[config.mk]
export PLATFORM = sky130hd
export DESIGN_NAME = dsp_mac_sequencer
export DESIGN_NICKNAME = d
export VERILOG_FILES = /design/src/rtl/dsp_ctrl_pkg.sv /design/src/rtl/ce_pipe.sv /design/src/rtl/dsp_mac_sequencer.sv
export SDC_FILE = /design/constraint.sdc
export NUM_CORES = 1
export LEC_CHECK = 0
export ABC_CLOCK_PERIOD_IN_PS = 1800
export CAP_MARGIN = 20
export CELL_PAD_IN_SITES_DETAIL_PLACEMENT = 0
export CELL_PAD_IN_SITES_GLOBAL_PLACEMENT = 1
export CORE_UTILIZATION = 29
export CTS_CLUSTER_DIAMETER = 50
export CTS_CLUSTER_SIZE = 14
export DETAILED_ROUTE_END_ITERATION = 7
export PLACE_DENSITY_LB_ADDON = 0.15
export SETUP_SLACK_MARGIN = 0.1
export SYNTH_ARGS = -nofsm -noshare
export SYNTH_HDL_FRONTEND = slang
export SYNTH_HIERARCHICAL = 1
export SYNTH_SLANG_ARGS = --single-unit
[constraint.sdc]
create_clock -name CLK -period 1.8 [get_ports CLK]
set_clock_uncertainty 0.05 [all_clocks]
set_input_delay 0.54 -clock CLK [delete_from_list [all_inputs] [get_ports CLK]]
set_output_delay 0.54 -clock CLK [all_outputs]
set_load 0.1 [all_outputs]
[src/rtl/dsp_ctrl_pkg.sv]
// rtl/dsp_ctrl_pkg.sv - state encoding and OPMODE constants for the DSP MAC sequencer
package dsp_ctrl_pkg;

    localparam logic [2:0] IDLE   = 3'd0;
    localparam logic [2:0] CLEAR  = 3'd1;
    localparam logic [2:0] FEED   = 3'd2;
    localparam logic [2:0] DRAIN  = 3'd3;
    localparam logic [2:0] RESULT = 3'd4;

    // X = M, Z = P: the slice computes P <= P + M
    localparam logic [7:0] OPMODE_ACC  = 8'b0000_1001;
    localparam logic [7:0] OPMODE_IDLE = 8'h00;

endpackage

[src/rtl/ce_pipe.sv]
// rtl/ce_pipe.sv - two-stage clock-enable shift register tracking operands through the M and P registers
module ce_pipe (
    input  logic CLK,
    input  logic clr,
    input  logic accept,
    output logic CEM,
    output logic CEP
);

    logic [1:0] ce_sr;

    always_ff @(posedge CLK) begin
        if (clr) begin
            ce_sr <= 2'b00;
        end else begin
            ce_sr <= {ce_sr[0], accept};
        end
    end

    assign CEM = ce_sr[0];
    assign CEP = ce_sr[1];

endmodule

[src/rtl/dsp_mac_sequencer.sv]
// rtl/dsp_mac_sequencer.sv - sequences a DSP48A1-style slice as a length-N MAC; DSP_MAC_ABORT_EN adds an abort input
module dsp_mac_sequencer
    import dsp_ctrl_pkg::*;
#(
    parameter int         LEN_WIDTH  = 8,
    parameter int         P_WIDTH    = 48,
    parameter logic [7:0] OPMODE_ACC = dsp_ctrl_pkg::OPMODE_ACC
) (
    input  logic                 CLK,
    input  logic                 RST,
`ifdef DSP_MAC_ABORT_EN
    input  logic                 abort,
`endif
    input  logic                 start,
    input  logic [LEN_WIDTH-1:0] len,
    input  logic                 in_valid,
    output logic                 in_ready,
    output logic                 CEA,
    output logic                 CEB,
    output logic                 CEM,
    output logic                 CEP,
    output logic                 RSTP,
    output logic [7:0]           OPMODE,
    input  logic [P_WIDTH-1:0]   P_IN,
    output logic                 res_valid,
    input  logic                 res_ready,
    output logic [P_WIDTH-1:0]   res_data,
    output logic                 busy
);

    logic [2:0]           state;
    logic [LEN_WIDTH-1:0] count;
    logic [LEN_WIDTH-1:0] len_q;
    logic                 accept;
    logic                 last_accept;
    logic                 abort_hit;
    logic                 ce_clr;

`ifdef DSP_MAC_ABORT_EN
    assign abort_hit = abort && (state != IDLE);
`else
    assign abort_hit = 1'b0;
`endif

    assign in_ready    = (state == FEED);
    assign accept      = in_valid && in_ready;
    assign last_accept = accept && (count == len_q - 1'b1);
    assign ce_clr      = RST || abort_hit;

    ce_pipe u_ce_pipe (
        .CLK    (CLK),
        .clr    (ce_clr),
        .accept (accept),
        .CEM    (CEM),
        .CEP    (CEP)
    );

    always_ff @(posedge CLK) begin
        if (RST) begin
            state    <= IDLE;
            count    <= '0;
            len_q    <= '0;
            res_data <= '0;
        end else if (abort_hit) begin
            state <= IDLE;
            count <= '0;
        end else begin
            case (state)
                IDLE: begin
                    if (start && (len != '0)) begin
                        len_q <= len;
                        count <= '0;
                        state <= CLEAR;
                    end
                end
                CLEAR: begin
                    state <= FEED;
                end
                FEED: begin
                    if (accept) begin
                        count <= count + 1'b1;
                    end
                    if (last_accept) begin
                        state <= DRAIN;
                    end
                end
                DRAIN: begin
                    // Both CE stages empty means the final product has landed in P
                    if (!CEM && !CEP) begin
                        res_data <= P_IN;
                        state    <= RESULT;
                    end
                end
                RESULT: begin
                    if (res_ready) begin
                        state <= IDLE;
                    end
                end
                default: begin
                    state <= IDLE;
                end
            endcase
        end
    end

    assign CEA       = accept;
    assign CEB       = accept;
    assign RSTP      = (state == CLEAR) || abort_hit;
    assign OPMODE    = ((state == FEED) || (state == DRAIN)) ? OPMODE_ACC : OPMODE_IDLE;
    assign res_valid = (state == RESULT);
    assign busy      = (state != IDLE);

endmodule

==> results of run 1 <==
## state kept, by name (all words and copies together) (netlist names)
signal,count
count,8
u_ce_pipe/ce_sr,2
len_q,8
res_data,48
state,3
## through the flow
| stage | hold WS, ns | TNS (ns) | setup WS (ns) |
|---|---|---|---|
| after floorplan | 0.402 | -0.0213 | -0.0213 |
| after global placement | 0.429 | -5.96 | -0.429 |
| after detailed placement | 0.434 | -5.88 | -0.440 |
| after CTS | 0.444 | -0.773 | -0.121 |
| after global routing | 0.450 | -1.04 | -0.145 |
| final | 0.424 | -0.548 | -0.0964 |
## worst paths after layout
check,from,to,slack (ns),cells past startpoint
max,state[1],busy,-0.1,2
min,state[2],state[1],0.42,1
max reg2reg,state[1],len_q[4],0.08,6
min reg2reg,state[2],state[1],0.42,1
## what timing repair did
| action | 4_1_cts | 5_1_grt |
|---|---|---|
| resized for setup | 17 | 32 |
| buffers inserted | 4 | 4 |
| gates cloned | 0 | 5 |
| pin swaps | 4 | 9 |
| endpoints found under the setup margin | 16 | 60 |
## layout make-up
type / instances / share of cell area
clock buffer: 9 / 0.0235
clock inverter: 7 / 0.0136
inverter: 4 / 0.00285
multi-input combinational: 248 / 0.272
sequential: 69 / 0.265
tap: 129 / 0.0307
timing repair buffer: 144 / 0.393
## per-layer routing
metal,track usage,wire length [microns],up-vias,part of all wire
met3,0.0529,489,5,0.058
met2,0.272,4180,79,0.49
met4,0.0569,64,0,0.0075
met1,0.195,3770,1270,0.44
li1,-,-,1379,-
met5,0,0,-,0
## Yosys cell counts, types with 3 or more instances
library cell  count
xor2_1            8
mux2i_1           8
buf_4             8
buf_2             8
clkbuf_1         12
nor3_1            3
dfxtp_1          69
nand4_1           4
nor4_1            4
xnor2_1           8
nor2_1           24
a21oi_1          55
nand2_1         101
inv_1             4
## kinds of logic (layout without fill, tap and decap cells)
| kind of cell | count (synthesis) | in the layout | share of synthesized area |
|---|---|---|---|
| buffers and inverters | 33 | 164 | 0.0612 |
| adder cells (fa/ha/maj) | 2 | 2 | 0.00894 |
| multiplexers | 8 | 8 | 0.0286 |
| other | 1 | 6 | 0.00134 |
| AO/OA/AOI/OAI | 61 | 61 | 0.115 |
| flip-flops | 69 | 69 | 0.494 |
| XOR/XNOR | 16 | 16 | 0.0501 |
| AND/OR/NAND/NOR | 155 | 155 | 0.241 |
## power by group through the flow
| stage | clock, mW | combinational, mW | sequential, mW |
|---|---|---|---|
| 5_1_grt | 1.39 | 0.919 | 1.61 |
| 6_report | 1.27 | 0.875 | 1.61 |
| 3_3_place_gp | 0 | 0.801 | 1.64 |
| 3_5_place_dp | 0 | 0.803 | 1.64 |
| 4_1_cts | 1.32 | 0.827 | 1.61 |
| 2_1_floorplan | 0 | 0.373 | 1.75 |
## critical path: cells and delay by family (launching register included)
kind                   cells  cell delay (ns)
buffers and inverters      1             0.18
and+or+nand+nor            1             0.41
DFF                        1             0.37
==> results.json, run 1 <==
{
  "cts_hold_buffers": 0,
  "rsz0062_at_grt": "true",
  "coreArea_sq_um": 9280,
  "synth_edf_count": 0,
  "first_pass_iters": 4,
  "worst_hold_path_type": "reg2reg",
  "yosys.area.top_type_share": 0.494,
  "final_cell_mix": "nand2_1 (101), dfxtp_1 (63), buf_12 (60)",
  "layout_commonest_cell": "nand2_1",
  "path_cells": "or3_4 -> buf_12",
  "post-route-drc-count": 0,
  "hpwl_microns": 5450,
  "power_density_nw_per_um2": 713,
  "gp_congestion": 0.783,
  "worstSkewPairLatency_ns": 0.34,
  "dp_cells": 581,
  "arrival_ns": 1.31,
  "ys.flop_type": "dfxtp_1",
  "final_area_sq_um": 5260,
  "power_leakage_nw": 1.94,
  "cpPeakStageDelay_ns": 0.41,
  "clkPwrFrac": 0.338,
  "grtUsageTotal": 0.162,
  "cp_slowest_cell": "or3_4",
  "yosysWarnings": 6,
  "grt_antenna_before_repair": 0,
  "finalSetupViolCount": 8,
  "synth_cell_types": 36,
  "drive_above_1_share": 0.295,
  "netlist_area_sq_um": 2800,
  "synth_largest_area_cell": "dfxtp_1",
  "cts_tree": "built",
  "dr.first_iter.drc_count": 64,
  "p_sw_mw": 1.16,
  "switching_share": 0.309,
  "grt_pass1_wl_microns": 12600,
  "wl_per_cell_microns": 13.9,
  "period_share": 1.05,
  "antenna_cells": 0,
  "maxCapViolCount": 0,
  "pin_count": 125,
  "ys_seq_area_frac": 0.494,
  "cts_root_buf": "clkbuf_8",
  "multi_input_area_sq_um": 1430,
  "final_core_utilization": 0.567,
  "fin_ws_ns": -0.0964,
  "ir_worst_vdd_mv": 0.377,
  "cts_buffer_depth": 2,
  "fp.dieArea_sq_um": 10000,
  "fin_cells": 610,
  "cts_sinks": 69,
  "cp_max_fo": 6,
  "drt-total-wl_microns": 8500,
  "fmax_mhz": 527,
  "final-max-slew-violation-count": 0,
  "regArea_sq_um": 1400,
  "fillers": 878,
  "overflow": 0,
  "critPathRequiredTime_ns": 1.21,
  "via_per_inst": 4.48,
  "vias": 2733,
  "fin_total_pwr_mw": 3.75,
  "start_util": 0.301,
  "fp.dieH_microns": 100,
  "status": "finished with violations",
  "intPower_mw": 2.59,
  "grt_pass1_vias": 2527,
  "dieWidth_microns": 100,
  "async_flop_share": 0,
  "fin_nets": 539,
  "critPathKind": "reg2out",
  "row_count": 35,
  "violations": "negative setup slack",
  "seqPwrFrac": 0.429,
  "postSynthCellCount": 345,
  "htree_levels": 3,
  "end_kind": "output pin",
  "port_buffers": 118,
  "avgSynthCellArea_sq_um": 8.11,
  "clk_pin_slew_ns": 0.08,
  "area_growth_pct": 88.0,
  "start_kind": "register",
  "grt_max_degree": 50,
  "p_comb_frac": 0.233,
  "cts_made_buffers": 9,
  "ys_ff_latch": 69,
  "hold_viol": 0,
  "fin_crit_ns": 1.90,
  "place_area_sq_um": 4760,
  "ant_nets": 0,
  "synthTopCellsByArea": "dfxtp_1 (49%), nand2_1 (14%), a21oi_1 (9.8%), nor2_1 (3.2%), mux2i_1 (2.9%)"
}
Note: power is estimated with default switching activity, not from simulation.
==> inputs of run 2 (changes only) <==
--- a/config.mk
+++ b/config.mk
@@ -13,6 +13,7 @@
 export CTS_CLUSTER_DIAMETER = 50
 export CTS_CLUSTER_SIZE = 14
 export DETAILED_ROUTE_END_ITERATION = 7
+export HOLD_SLACK_MARGIN = 0.1
 export PLACE_DENSITY_LB_ADDON = 0.15
 export SETUP_SLACK_MARGIN = 0.1
 export SYNTH_ARGS = -nofsm -noshare
==> results of run 2 <==
Same layout as run 1: the final DEF is identical, and so are final timing and power.
